==> src/rtl/rr_pkg.sv <==
// Shared types for the round-robin dispatcher/arbiter pair: port selection
// encoding and a helper that names the opposite port.
package rr_pkg;

  typedef enum logic {
    PORT_A = 1'b0,
    PORT_B = 1'b1
  } port_sel_e;

  function automatic port_sel_e other_port(input port_sel_e p);
    return (p == PORT_A) ? PORT_B : PORT_A;
  endfunction

endpackage

==> src/rtl/rr_sync_fifo.sv <==
// Single-clock FIFO with registered head; no push-to-pop bypass, so a pushed
// entry is first visible in the cycle after the push.
module rr_sync_fifo
  import rr_pkg::*;
#(
  parameter int DATA_WIDTH = 16,
  parameter int FIFO_DEPTH = 4
) (
  input  logic                  clk,
  input  logic                  rst,
  input  logic                  push,
  input  logic                  pop,
  input  logic [DATA_WIDTH-1:0] din,
  output logic                  full,
  output logic                  empty,
  output logic [DATA_WIDTH-1:0] head
);

  localparam int AW = $clog2(FIFO_DEPTH);
  localparam logic [AW:0] PTR_ONE = {{AW{1'b0}}, 1'b1};

  logic [DATA_WIDTH-1:0] mem [FIFO_DEPTH];
  logic [AW:0]           wr_ptr;
  logic [AW:0]           rd_ptr;
  logic                  do_push;
  logic                  do_pop;

  // Extra pointer MSB differs only when the write side has lapped the read side.
  assign empty   = (wr_ptr == rd_ptr);
  assign full    = (wr_ptr[AW] != rd_ptr[AW]) && (wr_ptr[AW-1:0] == rd_ptr[AW-1:0]);
  assign head    = mem[rd_ptr[AW-1:0]];
  assign do_push = push && !full;
  assign do_pop  = pop && !empty;

  always_ff @(posedge clk) begin
    if (rst) begin
      wr_ptr <= '0;
      rd_ptr <= '0;
      for (int i = 0; i < FIFO_DEPTH; i++) begin
        mem[i] <= '0;
      end
    end else begin
      if (do_push) begin
        mem[wr_ptr[AW-1:0]] <= din;
        wr_ptr              <= wr_ptr + PTR_ONE;
      end
      if (do_pop) begin
        rd_ptr <= rd_ptr + PTR_ONE;
      end
    end
  end

endmodule

==> src/rtl/rr_dispatcher.sv <==
// Round-robin splitter: one input stream distributed beat-by-beat onto two
// buffered output streams, redirecting to the other side when one is full.
module rr_dispatcher
  import rr_pkg::*;
#(
  parameter int DATA_WIDTH = 16,
  parameter int FIFO_DEPTH = 4,
  parameter int CNT_WIDTH  = 16
) (
  input  logic                  aclk,
  input  logic                  areset,
  input  logic                  valid_i,
  output logic                  ready_o,
  input  logic [DATA_WIDTH-1:0] data_i,
  output logic                  A_valid_o,
  input  logic                  A_ready_i,
  output logic [DATA_WIDTH-1:0] A_data_o,
  output logic                  B_valid_o,
  input  logic                  B_ready_i,
  output logic [DATA_WIDTH-1:0] B_data_o,
  output logic [CNT_WIDTH-1:0]  A_cnt_o,
  output logic [CNT_WIDTH-1:0]  B_cnt_o
);

  localparam logic [CNT_WIDTH-1:0] CNT_ONE = {{(CNT_WIDTH-1){1'b0}}, 1'b1};

  port_sel_e rr_ptr;
  port_sel_e target;
  logic      a_full, b_full, a_empty, b_empty;
  logic      accept, push_a, push_b;

  // Handshake: a beat transfers on a rising edge where valid and ready are both
  // high; ready depends only on registered FIFO state, never on any valid input.
  assign ready_o = !(a_full && b_full);
  assign accept  = valid_i && ready_o;

  always_comb begin
    target = rr_ptr;
    if (rr_ptr == PORT_A) begin
      target = a_full ? PORT_B : PORT_A;
    end else begin
      target = b_full ? PORT_A : PORT_B;
    end
  end

  assign push_a = accept && (target == PORT_A);
  assign push_b = accept && (target == PORT_B);

  always_ff @(posedge aclk) begin
    if (areset) begin
      rr_ptr  <= PORT_A;
      A_cnt_o <= '0;
      B_cnt_o <= '0;
    end else begin
      if (accept) begin
        rr_ptr <= other_port(target);
      end
      if (push_a) begin
        A_cnt_o <= A_cnt_o + CNT_ONE;
      end
      if (push_b) begin
        B_cnt_o <= B_cnt_o + CNT_ONE;
      end
    end
  end

  rr_sync_fifo #(
    .DATA_WIDTH (DATA_WIDTH),
    .FIFO_DEPTH (FIFO_DEPTH)
  ) u_fifo_a (
    .clk   (aclk),
    .rst   (areset),
    .push  (push_a),
    .pop   (A_valid_o && A_ready_i),
    .din   (data_i),
    .full  (a_full),
    .empty (a_empty),
    .head  (A_data_o)
  );

  rr_sync_fifo #(
    .DATA_WIDTH (DATA_WIDTH),
    .FIFO_DEPTH (FIFO_DEPTH)
  ) u_fifo_b (
    .clk   (aclk),
    .rst   (areset),
    .push  (push_b),
    .pop   (B_valid_o && B_ready_i),
    .din   (data_i),
    .full  (b_full),
    .empty (b_empty),
    .head  (B_data_o)
  );

  assign A_valid_o = !a_empty;
  assign B_valid_o = !b_empty;

endmodule

==> config.mk <==
export PLATFORM = sky130hd
export DESIGN_NAME = rr_dispatcher
export DESIGN_NICKNAME = d
export VERILOG_FILES = /design/src/rtl/rr_pkg.sv /design/src/rtl/rr_sync_fifo.sv /design/src/rtl/rr_dispatcher.sv
export SDC_FILE = /design/constraint.sdc
export NUM_CORES = 1
export LEC_CHECK = 0
export BUFFER_PORTS_ARGS = -buffer_cell sky130_fd_sc_hd__buf_2
export CAP_MARGIN = 15
export CORE_ASPECT_RATIO = 0.75
export CORE_UTILIZATION = 45
export DETAILED_ROUTE_END_ITERATION = 10
export PLACE_DENSITY = 0.68
export SLEW_MARGIN = 20
export SYNTH_ARGS = -nofsm -noshare
export SYNTH_HDL_FRONTEND = slang
export SYNTH_SLANG_ARGS = --single-unit
==> constraint.sdc <==
create_clock -name aclk -period 3.2 [get_ports aclk]
set_clock_uncertainty 0.2 [all_clocks]
set_input_delay 0.64 -clock aclk [delete_from_list [all_inputs] [get_ports aclk]]
set_output_delay 0.64 -clock aclk [all_outputs]
set_load 0.005 [all_outputs]
==> flow_metrics.env, run 1 <==
export IMPL_slew_limit_headroom=0.438
export IMPL_yosysUniqueCellTypes=48
export IMPL_yosysWarnings=0
export IMPL_ys_seq_area_frac=0.583
export IMPL_max_freq_ghz=0.335
export IMPL_post_route_cells_drive_above_1_share=0.291
export IMPL_path_clk_slew_ps=60
export IMPL_design_area_mm2=0.00960
export IMPL_pin_count=88
export IMPL_num_vias=5186
export IMPL_avgSynthCellArea_um2=13.5
export IMPL_report_final_slew_viol_count=0
export IMPL_clockBufferDepth=2
export IMPL_crit_type="register to output pin"
export IMPL_required_ps=2360
export IMPL_cp_top_family="flip-flops"
export IMPL_tns_ps=0
export IMPL_post_cts_resized=0
export IMPL_rsz0062_at_grt="no"
export IMPL_first_pass_iters=5
export IMPL_max_cap_violations=0
export IMPL_grt_max_degree=56
export IMPL_postCtsHoldBufs=0
export IMPL_routed_wl_um=17300
export IMPL_synthesis_area_mm2=0.00828
export IMPL_synth_enable_flop_cells=128
export IMPL_worst_pin_slew_ps=838
export IMPL_period_needed_ps=2990
export IMPL_vdd_drop_max_uv=340
export IMPL_synthArstFlopShare=0
export IMPL_row_count=42
export IMPL_max_stage_delay_ps=530
export IMPL_hold_viol=0
export IMPL_core_mm2=0.0178
export IMPL_place_area_mm2=0.00896
export IMPL_routabilityCongestion=0.785
export IMPL_hold_path_class="input pin to register"
export IMPL_fin_crit_sh=0.934
export IMPL_end_kind="output pin"
export IMPL_cts_sinks=177
export IMPL_arrival_ps=2150
export IMPL_start_util=0.465
export IMPL_drc=0
export IMPL_ant_nets=0
export IMPL_viasPerCell=5.42
export IMPL_nNetsFinal=728
export IMPL_numCtsBuffers=17
export IMPL_crit_slowest_cell="dfxtp_1"
export IMPL_cts_setup_buffers=0
export IMPL_tritoncts="done"
export IMPL_area_growth_pct=15.9
export IMPL_antenna_found_initial=0
export IMPL_synth_flop_cell="edfxtp_1"
export IMPL_cts_root_buf="clkbuf_16"
export IMPL_run_status="finished, final reports clean"
export IMPL_wl_per_cell_um=18.1
export IMPL_start_kind="register"
export IMPL_worstPathMaxFanout=16
export IMPL_critPathBufInv=2
export IMPL_synthesis_nets=641
export IMPL_power_leakage_nw=3.62
export IMPL_die_area_mm2=0.0190
export IMPL_hpwlAfterDp_um=11300
export IMPL_h_tree_depth=4
export IMPL_die_w_um=159
export IMPL_track_usage=0.195
export IMPL_path_cells="xor2_2 > nor3_2 > buf_4 > nand3_1 > buf_2"
export IMPL_clk_latency_ps=430
export IMPL_syn_inst=614
export IMPL_synth_seq_cells=177
export IMPL_power_density_mw_per_mm2=564
export IMPL_io_buffers=87
export IMPL_finalSetupViolCount=0
export IMPL_drt_iter0_drc=380
export IMPL_fp_dieH_um=119
export IMPL_grt_pass1_vias=5104
export IMPL_grt_pass1_wl_um=27200
export IMPL_grt_overflow=0
==> stage by stage <==
| step | setup slack (ps) | total power (W) | util | hold slack [ps] | std cells |
|---|---|---|---|---|---|
| detailed placement | 446 | 0.00327 | 0.503 | 300 | 924 |
| floorplan | 686 | 0.00304 | - | 275 | 614 |
| global placement | 576 | 0.00325 | 0.503 | 285 | 924 |
| finish | 211 | 0.00541 | 0.539 | 307 | 957 |
| global route | 97.7 | 0.00561 | 0.539 | 325 | 956 |
| CTS | 218 | 0.00546 | 0.538 | 296 | 956 |
==> path summary, 6_finish.rpt <==
path	startpoint	endpoint	slack (ps)	cells past startpoint
setup / recovery	u_fifo_a.wr_ptr[1]	ready_o	210	5
hold / removal	areset	u_fifo_a.wr_ptr[2]	310	2
setup reg to reg	u_fifo_a.wr_ptr[1]	u_fifo_b.mem[3][0]	550	4
hold reg to reg	B_cnt_o[1]	B_cnt_o[1]	310	2
==> sequential cells by signal, summed over array words and instances (netlist names), named ones only <==
signal           cells
A_cnt_o             16
B_cnt_o             16
rr_ptr               1
u_fifo_a.mem        64
u_fifo_a.rd_ptr      3
u_fifo_a.wr_ptr      3
u_fifo_b.mem        64
u_fifo_b.rd_ptr      3
u_fifo_b.wr_ptr      3
==> cell families (layout without fill, tap and decap cells) <==
family / after synthesis / after routing / share of synthesized area
buf+inv: 46 / 146 / 0.0274
fa+ha+maj: 6 / 6 / 0.00907
simple gates: 265 / 265 / 0.203
flops: 177 / 177 / 0.583
compound gates: 56 / 56 / 0.0494
other cells: 0 / 1 / 0
mux: 52 / 52 / 0.113
xor+xnor: 12 / 12 / 0.0154
==> where the power goes <==
part	switching, W	internal (W)
clock	0.000942	0.00126
combinational	0.000325	0.000269
sequential	0.0000527	0.00256
total	0.00132	0.00409
==> Yosys cell counts, drive strengths merged, types with 11 or more instances <==
cell type | number | area share
and2 | 130 | 0.098
edfxtp | 128 | 0.46
dfxtp | 49 | 0.12
mux4 | 32 | 0.087
nor2 | 25 | 0.011
clkbuf | 22 | 0.010
a21oi | 19 | 0.011
nand2 | 19 | 0.0086
o31ai | 18 | 0.017
buf | 15 | 0.013
mux2 | 13 | 0.018
nor2b | 13 | 0.0098
nor4 | 13 | 0.015
or4 | 13 | 0.012
nand3 | 11 | 0.0066
==> cells in the final DEF, fill, tap and decap left out, types with 4 or more instances in the layout <==
| cell type | instances |
|---|---|
| or4_1 | 13 |
| xor2_1 | 7 |
| o41ai_1 | 4 |
| mux2_2 | 12 |
| nand4_1 | 10 |
| and2_1 | 130 |
| o31ai_1 | 16 |
| o311ai_0 | 4 |
| mux4_2 | 32 |
| buf_4 | 18 |
| or3_1 | 4 |
| mux2i_1 | 7 |
| buf_2 | 87 |
| nand2_1 | 19 |
| or2_2 | 9 |
| and4_1 | 5 |
| inv_1 | 9 |
| dfxtp_1 | 49 |
| clkbuf_16 | 17 |
| nand3_1 | 11 |
| nor2b_1 | 13 |
| nor2_1 | 25 |
| a21oi_1 | 19 |
| ha_1 | 6 |
| inv_6 | 4 |
| nor4_1 | 10 |
| edfxtp_1 | 128 |
| inv_8 | 4 |
==> routing by layer <==
layer | part of all wire | GRT usage
met1 | 0.44 | 0.265
met2 | 0.48 | 0.307
met3 | 0.069 | 0.0440
met4 | 0.014 | 0.0661
met5 | 0 | 0
==> area by class of cell <==
| class | instances | area [µm²] |
|---|---|---|
| fill | 1456 | 8220 |
| sequential | 177 | 4820 |
| multi-input combinational | 391 | 3240 |
| timing repair buffer | 105 | 571 |
| clock buffer | 17 | 425 |
| tap | 242 | 303 |
| clock inverter | 15 | 195 |
| inverter | 9 | 33.8 |
| antenna | 1 | 2.50 |
(Power assumes the default switching activity.)
==> run 2, diff against run 1 <==
- CTS_BUF_LIST: unset -> sky130_fd_sc_hd__clkbuf_2
==> flow_metrics.env, run 2 (synthesized netlist as in run 1, its figures left out) <==
export IMPL_tritoncts="done"
export IMPL_wl_per_cell_um=18.0
export IMPL_path_cells="xor2_2 > nor3_4 > buf_4 > nand3_1 > buf_2"
export IMPL_cts_sinks=177
export IMPL_finalSetupViolCount=0
export IMPL_fin_crit_sh=0.955
export IMPL_die_w_um=159
export IMPL_vdd_drop_max_uv=256
export IMPL_cp_top_family="flip-flops"
export IMPL_post_route_cells_drive_above_1_share=0.301
export IMPL_hp_start="data_i[2]"
export IMPL_grt_pass1_vias=5131
export IMPL_end_kind="output pin"
export IMPL_routed_wl_um=17400
export IMPL_drt_iter0_drc=388
export IMPL_num_vias=5187
export IMPL_slew_limit_headroom=0.452
export IMPL_start_kind="register"
export IMPL_start_util=0.465
export IMPL_rr_startpoint="u_fifo_b.wr_ptr[1]"
export IMPL_clockBufferDepth=2
export IMPL_hpwlAfterDp_um=11300
export IMPL_antenna_found_initial=1
export IMPL_grt_max_degree=56
export IMPL_tns_ps=0
export IMPL_layout_commonest_cell="and2_1"
export IMPL_max_freq_ghz=0.327
export IMPL_cts_root_buf="clkbuf_2"
export IMPL_arrival_ps=2220
export IMPL_dpl_cell_count=924
export IMPL_hold_path_class="input pin to register"
export IMPL_drc=0
export IMPL_area_growth_pct=13.1
export IMPL_crit_start="u_fifo_a.wr_ptr[1]"
export IMPL_power_density_mw_per_mm2=484
export IMPL_max_stage_delay_ps=440
export IMPL_crit_slowest_cell="dfxtp_4"
export IMPL_routabilityCongestion=0.785
export IMPL_period_needed_ps=3060
export IMPL_pin_count=88
export IMPL_required_ps=2360
export IMPL_max_cap_violations=0
export IMPL_h_tree_depth=4
export IMPL_row_count=42
export IMPL_run_status="finished, final reports clean"
export IMPL_fp_dieH_um=119
export IMPL_report_final_slew_viol_count=0
export IMPL_power_leakage_nw=3.51
export IMPL_core_mm2=0.0178
export IMPL_fin_cells=964
export IMPL_hold_viol=0
export IMPL_viasPerCell=5.38
export IMPL_numCtsBuffers=17
export IMPL_worst_pin_slew_ps=817
export IMPL_reg2reg_setup_slack_ps=570
export IMPL_final_fill_count=1476
export IMPL_grt_pass1_wl_um=27200
export IMPL_crit_type="register to output pin"
export IMPL_layout_common_cells="and2_1, edfxtp_1, buf_2"
export IMPL_first_pass_iters=4
export IMPL_worstPathMaxFanout=16
export IMPL_grt_overflow=0
export IMPL_hold_end="u_fifo_b.mem[2][2]"
export IMPL_r2r_cells=5
export IMPL_place_area_mm2=0.00896
export IMPL_io_buffers=87
export IMPL_r2r_end="A_cnt_o[14]"
export IMPL_critPathBufInv=2
export IMPL_clk_latency_ps=740
export IMPL_reg_top3="u_fifo_a.mem: 64 flops, u_fifo_b.mem: 64 flops"
export IMPL_die_area_mm2=0.0190
export IMPL_design_area_mm2=0.00936
export IMPL_track_usage=0.194
export IMPL_path_clk_slew_ps=270
export IMPL_hold_path_depth=2
export IMPL_ant_nets=0
export IMPL_nNetsFinal=735
## run 2: power by group
part	switching (W)	internal, W	leakage, nW	total [W]
combinational	0.000330	0.000275	1.63	0.000605
clock	0.000843	0.000466	0.163	0.00131
sequential	0.0000549	0.00257	1.72	0.00262
## run 2: worst max path at each step
stage / depth (start not counted) / end / slack (ps)
final: 5 / ready_o / 140
after global routing: 5 / ready_o / -8
after CTS: 5 / ready_o / 10
after detailed placement: 4 / u_fifo_a.mem[3][9] / 450
after global placement: 4 / u_fifo_a.mem[3][10] / 580
after floorplan: 6 / u_fifo_a.mem[3][0] / 690
## run 2: routing by layer
metal | global-route usage | up-vias | share of wire
li1 | - | 2482 | -
met3 | 0.0451 | 12 | 0.062
met2 | 0.306 | 110 | 0.48
met4 | 0.0595 | 0 | 0.013
met5 | 0 | - | 0
met1 | 0.264 | 2583 | 0.45
## run 2: repair_timing
item / in CTS / in global routing
hold buffers: 4 / 1
endpoints found under the setup margin: 1 / 16
pin swaps: 0 / 1
setup buffers: 0 / 2
endpoints found under the hold margin: 12 / 3
resized for setup: 3 / 7
## run 2: through the flow
stage               hold WS (ps)  total power, W  worst slack (ps)   util
CTS                         12.5         0.00458              14.7  0.522
finish                      75.2         0.00453               143  0.526
global route                5.33         0.00473             -8.29  0.526
floorplan                    275         0.00304               686      -
global placement             285         0.00325               576  0.503
detailed placement           300         0.00327               446  0.503
## run 2: cell type report
class | instances | area [µm²] | area share
flip-flops and latches | 177 | 4830 | 0.516
multi-input cells | 391 | 3270 | 0.350
repair buffers | 112 | 636 | 0.0679
well taps | 242 | 303 | 0.0323
clock inverters | 15 | 195 | 0.0208
clock buffers | 17 | 85.1 | 0.00909
inverters | 9 | 33.8 | 0.00361
diodes | 1 | 2.50 | 0.000267
